`config.mk`:
```
export PLATFORM = sky130hd
export DESIGN_NAME = rr_decoder_arbiter
export DESIGN_NICKNAME = d
export VERILOG_FILES = /design/src/rtl/rr_decoder_arbiter_pkg.sv /design/src/rtl/rr_decoder_arbiter_dec.sv /design/src/rtl/rr_decoder_arbiter.sv
export SDC_FILE = /design/constraint.sdc
export NUM_CORES = 1
export LEC_CHECK = 0
export ABC_AREA = 1
export BUFFER_PORTS_ARGS = -buffer_cell sky130_fd_sc_hd__buf_2
export CAP_MARGIN = 25
export CELL_PAD_IN_SITES_DETAIL_PLACEMENT = 0
export CELL_PAD_IN_SITES_GLOBAL_PLACEMENT = 1
export CORE_MARGIN = 5
export CORE_UTILIZATION = 30
export CTS_CLUSTER_DIAMETER = 200
export DETAILED_ROUTE_END_ITERATION = 8
export GPL_TIMING_DRIVEN = 0
export PLACE_DENSITY = 0.76
export SYNTH_ARGS = -nofsm -noshare
export SYNTH_HDL_FRONTEND = slang
export SYNTH_SLANG_ARGS = --single-unit
```
`constraint.sdc`:
```
create_clock -name clk -period 2.32 [get_ports clk]
set_clock_uncertainty 0.1 [all_clocks]
set_input_delay 0.464 -clock clk [delete_from_list [all_inputs] [get_ports clk]]
set_output_delay 0.464 -clock clk [all_outputs]
set_load 0.01 [all_outputs]
```
`src/rtl/rr_decoder_arbiter_pkg.sv`:
```
// Shared constants, state encoding and the rotating priority search for the
// four-requester round-robin arbiter.
package rr_decoder_arbiter_pkg;

    localparam int N_REQ        = 4;
    localparam int IDX_W        = 2;
    localparam int MAX_HOLD_DEF = 8;

    typedef enum logic {
        S_IDLE = 1'b0,
        S_OWN  = 1'b1
    } state_t;

    // Scan from last+1 upward with wrap; last itself is visited last, so the
    // current owner only wins when nobody else is asking.
    function automatic logic [IDX_W-1:0] rr_pick(
        input logic [N_REQ-1:0] req,
        input logic [IDX_W-1:0] last
    );
        logic [IDX_W-1:0] idx;
        logic [IDX_W-1:0] win;
        logic             found;
        win   = last;
        found = 1'b0;
        for (int k = 1; k <= N_REQ; k++) begin
            idx = last + IDX_W'(k);
            if (!found && req[idx]) begin
                win   = idx;
                found = 1'b1;
            end
        end
        return win;
    endfunction

endpackage

```
`src/rtl/rr_decoder_arbiter_dec.sv`:
```
// Behavioural 2-to-4 decoder; outputs are all low while enable is low.
module rr_decoder_arbiter_dec (
    input  logic       address0,
    input  logic       address1,
    input  logic       enable,
    output logic [3:0] y
);

    always_comb begin
        y = 4'b0000;
        if (enable) begin
            y[{address1, address0}] = 1'b1;
        end
    end

endmodule

```
`src/rtl/rr_decoder_arbiter.sv`:
```
// Round-robin arbiter sequencing ownership of a shared resource; the grant
// index is registered and decoded into one-hot grant lines.
module rr_decoder_arbiter
    import rr_decoder_arbiter_pkg::*;
#(
    parameter int MAX_HOLD = MAX_HOLD_DEF,
    parameter int HOLD_W   = 4
) (
    input  logic             clk,
    input  logic             reset,
    input  logic [N_REQ-1:0] req,
    output logic             address0,
    output logic             address1,
    output logic             enable,
    output logic [N_REQ-1:0] gnt,
    output logic             busy,
    output logic             preempt
);

    localparam logic [HOLD_W-1:0] HOLD_MAX = HOLD_W'(MAX_HOLD);
    localparam logic [HOLD_W-1:0] HOLD_ONE = HOLD_W'(1);

    state_t             state_q, state_d;
    logic [IDX_W-1:0]   addr_q, addr_d;
    logic [IDX_W-1:0]   last_q, last_d;
    logic               en_q, en_d;
    logic               pre_q, pre_d;
    logic [HOLD_W-1:0]  hold_cnt, hold_d;

    logic [N_REQ-1:0]   owner_mask;
    logic               owner_req;
    logic               others;
    logic [IDX_W-1:0]   win;

    always_ff @(posedge clk or posedge reset) begin
        if (reset) begin
            state_q  <= S_IDLE;
            addr_q   <= '0;
            last_q   <= IDX_W'(N_REQ - 1);
            en_q     <= 1'b0;
            pre_q    <= 1'b0;
            hold_cnt <= '0;
        end else begin
            state_q  <= state_d;
            addr_q   <= addr_d;
            last_q   <= last_d;
            en_q     <= en_d;
            pre_q    <= pre_d;
            hold_cnt <= hold_d;
        end
    end

    always_comb begin
        owner_mask         = '0;
        owner_mask[addr_q] = 1'b1;
        owner_req          = req[addr_q];
        others             = |(req & ~owner_mask);
        win                = rr_pick(req, last_q);

        state_d = state_q;
        addr_d  = addr_q;
        last_d  = last_q;
        en_d    = en_q;
        pre_d   = 1'b0;
        hold_d  = hold_cnt;

        case (state_q)
            S_IDLE: begin
                if (|req) begin
                    addr_d  = win;
                    last_d  = win;
                    en_d    = 1'b1;
                    hold_d  = HOLD_ONE;
                    state_d = S_OWN;
                end
            end
            S_OWN: begin
                if (!owner_req) begin
                    if (others) begin
                        addr_d = win;
                        last_d = win;
                        hold_d = HOLD_ONE;
                    end else begin
                        en_d    = 1'b0;
                        state_d = S_IDLE;
                    end
                end else if ((MAX_HOLD != 0) && (hold_cnt == HOLD_MAX) && others) begin
                    // owner is searched last, so win is never the owner here
                    addr_d = win;
                    last_d = win;
                    hold_d = HOLD_ONE;
                    pre_d  = 1'b1;
                end else if (hold_cnt < HOLD_MAX) begin
                    hold_d = hold_cnt + HOLD_ONE;
                end
            end
            default: begin
                state_d = S_IDLE;
                en_d    = 1'b0;
            end
        endcase
    end

    assign address0 = addr_q[0];
    assign address1 = addr_q[1];
    assign enable   = en_q;
    assign busy     = en_q;
    assign preempt  = pre_q;

    rr_decoder_arbiter_dec u_dec (
        .address0 (address0),
        .address1 (address1),
        .enable   (enable),
        .y        (gnt)
    );

endmodule

```
# Word-level counts from Yosys, hierarchy flattened
# Index checks and enable logic that the tools add are counted.
classes:
  addsub: 4
  order_cmp: 7
  n_eq_ne: 7
  mux: 42
  n_bitwise: 3
  n_reduce_logical: 13
ops:
  columns: ["cell", "count"]
  rows:
  - ["$mux 4", 6]
  - ["$mux 1", 18]
  - ["$mux 2", 8]
  - ["$lt 2x3->1 const B", 5]
  - ["$bmux 1 s2", 5]
  - ["$reduce_and 3->1", 3]
  - ["$pmux 4 s2", 1]
  - ["$reduce_or 4->1", 2]
  - ["$ne 2x2->1 const B", 3]
  - ["$logic_and 1x1->1", 5]
  - ["$add 2x2->2 const B", 2]
  - ["$add 4x1->4 const B", 1]
  - ["$and 4x4->4", 1]
  - ["$eq 4x4->1 const B", 1]
  - ["$lt 4x4->1 const B", 1]
  - ["$ne 4x2->1 const B", 1]
  - ["$not 4->4", 1]
  - ["$pmux 1 s2", 2]
  - ["$pmux 2 s2", 1]
  - ["$logic_not 1->1", 3]
  - ["$ne 3x1->1 const B", 1]
  - ["$ne 3x2->1 const B", 1]
  - ["$add 2x1->2 const B", 1]
  - ["$demux 1 s2", 1]
  - ["other kinds (2)", 2]
word_totals:
  register_bits: 11
  in_bits: 6
  elab_cells: 82

# Logic depth before layout (Yosys ltp)
# Gate-level depths: netlist (run 1).
logic_depth:
  word_depth: 16
  mapped_depth: 13
  ltp_nobuf: 12

# Hierarchy
# From an unflattened synthesis (run 1), not the netlist that was laid out.
unflattened:
  hier_cells: 120
  hier_area_um2: 812.0
by_module_without_submodules:
  columns: ["module", "instances", "cells_each", "area_per_inst_um2"]
  rows:
  - ["rr_decoder_arbiter", 1, 112, 782.0]
  - ["rr_decoder_arbiter_dec", 1, 8, 30.0]

# Worst setup path before layout (run 1)
# Ideal clock, no wire load.
synth_path:
  path_kind: "flip-flop to flip-flop"
  start: "register last_q[0]"
  end: "register addr_q[1]"
  setup_time_ns: 0.117
  arrival_ns: 1.270
  setup_slack_ns: 0.834
  stages_incl_launch_ff: 13
  n_path_buf: 1
  period_less_slack_ns: 1.486
  path_cell_list: "dfstp_2 buf_6 inv_4 nand2_1 nand2_1 nand2_2 nand2_2 inv_2 nand3_2 nand3_1 nand2_1 nand2_2 nand2_1"
synth_via:
  elab_chain_len: 16
synth_rtl:
  columns: ["item", "line", "rtl"]
  rows:
  - ["from (decl)", "rr_decoder_arbiter.sv:25", "logic [IDX_W-1:0] last_q, last_d;"]
  - ["from (signal assigned)", "rr_decoder_arbiter.sv:39", "last_q <= IDX_W'(N_REQ - 1);"]
  - ["from (signal assigned)", "rr_decoder_arbiter.sv:46", "last_q <= last_d;"]
  - ["$add 2x1->2", "rr_decoder_arbiter_pkg.sv:26", "idx = last + IDX_W'(k);"]
  - ["$bmux 1 s2", "rr_decoder_arbiter_pkg.sv:27", "if (!found && req[idx]) begin"]
  - ["$mux 1 (not written as such)", "rr_decoder_arbiter_pkg.sv:27", null]
  - ["$mux 1", "rr_decoder_arbiter_pkg.sv:27", null]
  - ["$logic_not 1->1", "rr_decoder_arbiter_pkg.sv:27", null]
  - ["$logic_and 1x1->1", "rr_decoder_arbiter_pkg.sv:27", null]
  - ["$mux 1", "rr_decoder_arbiter_pkg.sv:27", null]
  - ["$logic_not 1->1", "rr_decoder_arbiter_pkg.sv:27", null]
  - ["$logic_and 1x1->1", "rr_decoder_arbiter_pkg.sv:27", null]
  - ["$mux 1", "rr_decoder_arbiter_pkg.sv:27", null]
  - ["$logic_not 1->1", "rr_decoder_arbiter_pkg.sv:27", null]
  - ["$logic_and 1x1->1", "rr_decoder_arbiter_pkg.sv:27", null]
  - ["$mux 2 *", "rr_decoder_arbiter_pkg.sv:27", null]
  - ["$mux 2, on equally long branches", "rr_decoder_arbiter.sv:79, rr_decoder_arbiter.sv:87", null]
  - ["$mux 2", "rr_decoder_arbiter.sv:78", "if (!owner_req) begin"]
  - ["$pmux 2 s2 *", "rr_decoder_arbiter.sv:67", "case (state_q)"]
  - ["to (signal assigned)", "rr_decoder_arbiter.sv:45", "addr_q <= addr_d;"]
  - ["to (decl)", "rr_decoder_arbiter.sv:24", "logic [IDX_W-1:0] addr_q, addr_d;"]
# Mark *: on every way between the ends. The rest lies on a longest branch, timed or not. The select of a mux whose other input is x is not followed.
# A chain may end at the register's enable or synchronous reset.

# Worst setup path after layout (run 1)
layout_path:
  start: "register addr_q[0]"
  end: "output gnt[2]"
layout_via:
  elab_chain_len: 5
layout_rtl:
  columns: ["item", "line", "rtl"]
  rows:
  - ["$lt 2x3->1 (not written as such) or $ge 2x1->1 (tied branches)", "rr_decoder_arbiter_dec.sv:12", "y[{address1, address0}] = 1'b1;"]
  - ["$logic_and 1x1->1 (not written as such)", "rr_decoder_arbiter_dec.sv:12", null]
  - ["$mux 1 (not written as such)", "rr_decoder_arbiter_dec.sv:12", null]
  - ["$demux 1 s2 *", null, null]
  - ["$mux 4 *", "rr_decoder_arbiter_dec.sv:11", "if (enable) begin"]
  - ["to (decl)", "rr_decoder_arbiter.sv:15", "output logic [N_REQ-1:0] gnt,"]
# Mark *: on every way between the ends. The rest lies on a longest branch, timed or not.

==> flow_summary.ini, run 1 <==
[outcome]
status = complete, no violations

[power_and_ir_drop]
power_frac_clock_pct = 9.5
swShare_pct = 52.09
power.density_nw_per_um2 = 1329
p_leak_uw = 0.0005616
p_sw_uw = 689.3
p_seq_share_pct = 26.9
vdd_drop_max_uv = 650.3
p_int_uw = 633.9
pwr-share-comb_pct = 63.6

[layout]
nFillCells = 311
syn_to_final_growth_pct = 15.70
antennaDiodeCount = 0
fin_nets = 158
stdcell_count = 180
drive_above_1_share_pct = 29.53

[place]
portBuffers = 14
dp_slack_ns = 0.6676
place_inst = 176
place.gp.congestion = 0.7824
post-dp-hpwl_um = 1574

[yosys]
synth-seq-cells = 11
synthTopCellsByArea = dfrtp_1, nand2_1, nand2_2, inv_1, dfstp_2
syn_inst = 131
async_flop_share_pct = 100.0
yosysMostFrequentCell = nand2_1
synth_common_cells = nand2_1, inv_1, nand2_2
synthFlopType = dfrtp_1
synth_top_area_cell = dfrtp_1
syn_area_per_cell_um2 = 6.571
syn-cell-area_um2 = 860.8
yosysTopAreaCellShare_pct = 26.16
yosysSeqAreaShare_pct = 32.27
synth.distinct_cells = 23
ys_warn_count = 0
synth_enable_flop_cells = 0
synth_nets = 139

[route]
dr.pass1.iters = 4
drt-total-wl_um = 1980
wl_per_cell_um = 11.00
drtIter0Drc = 99
vias_per_cell = 4.661
drtAntennaViolNets = 0
vias = 839
drc = 0

[clocking]
path_clk_slew_ns = 0.06
clkSinkCount = 11
cts_tree = yes
clockRootBuffer = clkbuf_4
clock_latency_ns = 0.26
post_cts_buffers = 0
cts-htree-levels = 1
hold_buffers = 0
postCtsResizedCells = 0
cts_buffers = 3
ctsLongestPathBuffers = 2

[global_route]
antenna_found_initial = 0
grt_pass1_wl_um = 3615
grt_usage_pct = 10.82
grt_pass1_vias = 833
overflow = 0
grt_max_degree = 12

[timing]
max_freq_mhz = 589.2
final_max_slew_viol_count = 0
hold_viol_final = 0
whs_ns = 0.08211
maxSlewHeadroom_pct = 71.82
timing.final.crit_share_pct = 73.15
setup_violations = 0
worst_slew_pin_slew_ns = 0.4222
setup_tns_ns = 0
rsz0062_at_grt = false
timing.final.ws_setup_ns = 0.6229
min_period_ns = 1.697

[worst_setup_path]
crit_slowest_cell = dfrtp_1
rr_startpoint = last_q[0]$_DFFE_PP1P_
crit_required_ns = 1.76
end_kind = output port
r2r-end = addr_q[1]$_DFFE_PP0P_
cpPeakStageDelay_ns = 0.47
rr_worst_depth = 12
critical_path.max_fanout = 8
reg2reg_slack_ns = 0.67
crit_path_start_kind = flop
critical_path.top_delay_family = flip-flops
worst-path-buf-inv = 2
crit_arrival_ns = 1.13
crit_chain = inv_1 -> nand2_1 -> nor2_1 -> buf_2
crit_type = reg2out

[floorplan]
core_um2 = 2758
die_x_um = 63.57
ioPinCount = 15
start_util_pct = 31.22
die_y_um = 63.57
row_count = 19
dieArea_um2 = 4041

[run]
cap_viol_max_count = 0

[min_path]
hold_class = in2async
-- area by class of cell --
class / count / area, um^2 / area share (%)
Inverter: 20 / 80.08 / 8.040
Clock buffer: 4 / 26.28 / 2.638
Sequential cell: 11 / 277.8 / 27.89
Tap cell: 31 / 38.79 / 3.894
Buffer: 2 / 18.77 / 1.884
Timing Repair Buffer: 14 / 70.07 / 7.035
Multi-Input combinational cell: 98 / 484.2 / 48.62
-- power groups by stage --
stage	logic [uW]	clock network [uW]	registers (uW)
floorplan	661	0	348
global placement	817	0	355
detailed placement	848	0	357
CTS	852	132	356
global route	974	141	373
finish	841	126	356
-- metal layers --
| layer | up-vias | share of wire (%) | track usage [%] |
|---|---|---|---|
| li1 | 440 | - | - |
| met1 | 379 | 47 | 14.44 |
| met2 | 18 | 48 | 17.39 |
| met3 | 2 | 4.3 | 1.776 |
| met4 | 0 | 0.61 | 3.896 |
| met5 | - | 0 | 0 |
-- worst reg2reg max path, cell delays in order, from the launching register on --
cell	delay, ns
dfstp_2	0.53
buf_6	0.14
inv_4	0.07
nand2_1	0.05
nand2_1	0.10
nand2_2	0.10
nand2_2	0.07
inv_2	0.08
nand2_1	0.06
nand3_1	0.08
nand2_1	0.06
nand2_2	0.06
nand2_1	0.05
-- worst max path at each step --
stage | startpoint | to | slack (ns) | depth (start not counted)
after floorplan | last_q[0]$_DFFE_PP1P_ | addr_q[1]$_DFFE_PP0P_ | 0.83 | 12
after global placement | last_q[0]$_DFFE_PP1P_ | addr_q[0]$_DFFE_PP0P_ | 0.73 | 12
after detailed placement | last_q[0]$_DFFE_PP1P_ | addr_q[1]$_DFFE_PP0P_ | 0.67 | 12
after CTS | addr_q[0]$_DFFE_PP0P_ | gnt[2] | 0.60 | 4
after global routing | last_q[0]$_DFFE_PP1P_ | addr_q[1]$_DFFE_PP0P_ | 0.51 | 12
final | addr_q[0]$_DFFE_PP0P_ | gnt[2] | 0.62 | 4
-- sequential cells by signal (all words and copies together) (netlist names) --
register  cells
addr_q        2
busy          1
hold_cnt      4
last_q        2
preempt       1
state_q       1
-- cells in the final DEF, fill, tap and decap left out --
| master | instances |
|---|---|
| o21ai_2 | 1 |
| buf_4 | 1 |
| inv_1 | 15 |
| buf_2 | 14 |
| nand4_2 | 1 |
| nand3_2 | 1 |
| ha_1 | 2 |
| a21oi_1 | 3 |
| nor2_1 | 9 |
| nand2_4 | 1 |
| o21ai_1 | 3 |
| inv_4 | 2 |
| dfstp_2 | 2 |
| nand3_1 | 9 |
| nand2_1 | 51 |
| maj3_1 | 1 |
| nand4_1 | 1 |
| dfrtp_1 | 9 |
| clkbuf_1 | 1 |
| nor2_2 | 1 |
| nor3_1 | 1 |
| a21oi_2 | 3 |
| clkbuf_4 | 3 |
| nand2_2 | 10 |
| inv_2 | 3 |
| buf_6 | 1 |
-- metrics by stage --
stage	cell area [um^2]	total power (uW)	utilization, %
after global placement	969.7	1173	35.16
after CTS	996.0	1341	36.12
after floorplan	860.8	1009	-
after global routing	996.0	1487	36.12
after detailed placement	969.7	1205	35.16
final	996.0	1323	36.12
-- kinds of logic (layout without fill, tap and decap cells) --
kind of cell | after synthesis | count (layout) | synth area share (%)
compound gates | 10 | 10 | 7.558
fa+ha+maj | 3 | 3 | 4.069
buf+inv | 22 | 40 | 11.48
flops | 11 | 11 | 32.27
simple gates | 85 | 85 | 44.62
(Power assumes the default switching activity.)
==> run 2: changes to the inputs <==
==> constraint.sdc (replaced) <==
create_clock -name clk -period 1.7 [get_ports clk]
set_clock_uncertainty 0.1 [all_clocks]
set_input_delay 0.34 -clock clk [delete_from_list [all_inputs] [get_ports clk]]
set_output_delay 0.34 -clock clk [all_outputs]
set_load 0.01 [all_outputs]
==> run 2 against run 1 <==
  * Cell area up 17%
  * Cell count up 3.9%
  * Count of clock-buffer cells in the layout unchanged
  * Critical endpoint is now addr_q[0]$_DFFE_PP0P_
==> flow_summary.ini, run 2 (same netlist as run 1, synthesis figures left out) <==
[outcome]
status = complete, no violations

[clocking]
clockRootBuffer = clkbuf_4
clock_latency_ns = 0.27
path_clk_slew_ns = 0.07
cts_tree = yes
clkSinkCount = 11
cts_buffers = 3
cts-htree-levels = 1
ctsLongestPathBuffers = 2

[worst_setup_path]
path_common_cell = nand2_1
crit_required_ns = 1.77
worst-path-buf-inv = 2
crit_arrival_ns = 1.68
cpPeakStageDelay_ns = 0.57
end_kind = flop
critical_path.max_fanout = 5
crit_type = reg2reg
crit_chain = clkbuf_16 -> nand2_1 -> nand2_4 -> nand2_4 -> nand2_4 -> inv_4 -> nand2_1 -> nand2_1 -> nand2_1 -> nand2_1 -> nand2_2 -> nand2_1
crit_path_start_kind = flop
crit_slowest_cell = dfstp_2
critical_path.top_delay_family = simple AND/OR/NAND/NOR gates
reg2reg_slack_ns = 0.08

[timing]
timing.final.crit_share_pct = 95.17
maxSlewHeadroom_pct = 71.63
min_period_ns = 1.618
hold_viol_final = 0
setup_violations = 0
final_max_slew_viol_count = 0
setup_tns_ns = 0
worst_slew_pin_slew_ns = 0.4251
whs_ns = 0.3698
max_freq_mhz = 618.1

[floorplan]
die_x_um = 63.57
start_util_pct = 31.22
dieArea_um2 = 4041
row_count = 19
ioPinCount = 15
core_um2 = 2758
die_y_um = 63.57

[run]
cap_viol_max_count = 0

[layout]
antennaDiodeCount = 0
reg_top3 = hold_cnt (4), addr_q (2), last_q (2)
drive_above_1_share_pct = 41.03
mostFrequentLayoutCells = nand2_1, inv_1, buf_2, nand2_2, nand2_4
fin_nets = 165
final_common_cell = nand2_1
regMostFlops = hold_cnt
syn_to_final_growth_pct = 35.47
largest_register_ffs = 4
fin_util_pct = 42.29

[min_path]
hold_class = in2reg

[global_route]
grt_pass1_vias = 835
busiest_layer = met2
overflow = 0
gr-usage-met1_pct = 14.55
grt_usage_pct = 10.86
antenna_found_initial = 0
gr-usage-met3_pct = 1.776
grt_pass1_wl_um = 3629
grt_use_met2_pct = 17.39
grt_max_degree = 12

[route]
drtAntennaViolNets = 0
drtIter0Drc = 56
drt-total-wl_um = 2213
vias_per_cell = 4.647
dr.pass1.iters = 4
drc = 0
wl_per_cell_um = 11.83
vias = 869

[place]
post-dp-hpwl_um = 1574
place.gp.congestion = 0.7824
portBuffers = 14

[power_and_ir_drop]
vdd_drop_max_uv = 934.5
power.density_nw_per_um2 = 1901
p_leak_uw = 0.0006389
==> run 2: worst paths after layout <==
path | from | end | depth (start not counted)
min | req[0] | state_q$_DFF_PP0_ | 3
max in group asynchronous | reset | last_q[0]$_DFFE_PP1P_ | 3
max | last_q[0]$_DFFE_PP1P_ | addr_q[0]$_DFFE_PP0P_ | 12
max reg2reg | last_q[0]$_DFFE_PP1P_ | addr_q[0]$_DFFE_PP0P_ | 12
min reg2reg | last_q[1]$_DFFE_PP1P_ | last_q[1]$_DFFE_PP1P_ | 2
min in group asynchronous | reset | addr_q[0]$_DFFE_PP0P_ | 3
==> run 2: cell type report <==
class	instances	area (um^2)
buffer	2	22.52
clock buffer	4	26.28
fill	297	1592
inverter	20	85.08
multi-input combinational	98	573.1
sequential	11	277.8
tap	31	38.79
timing repair buffer	21	142.6
==> run 2: worst min-delay path, stage by stage <==
cell and delay (ns):
buf_2 0.13, inv_1 0.07, nand4_2 0.14
==> run 2: through the flow <==
step	cell area, um^2	total power (uW)	setup WS (ns)	std cells
after floorplan	860.8	1378	0.2137	131
after global placement	969.7	1600	0.1077	176
after detailed placement	969.7	1645	0.04758	176
after CTS	1006	1831	0.03082	181
after global routing	1166	2435	-0.03155	187
final	1166	2216	0.08218	187
==> run 2: per-layer routing <==
layer  wire (um)  share of wire [%]
met5           0                  0
met4          36                1.6
met3          86                3.9
met2        1056                 48
met1        1034                 47
==> run 2: what timing repair did <==
item / in CTS / in global routing
setup buffers: 0 / 5
hold buffers: 1 / 0
hold endpoints to repair: 9 / 0
resized for setup: 0 / 27
setup endpoints to repair: 0 / 4
==> run 2: report_power, final <==
part	internal [uW]	switching [uW]	total, uW
combinational	620	925	1550
sequential	373	121	494
clock	91.0	86.2	177
total	1080	1130	2220
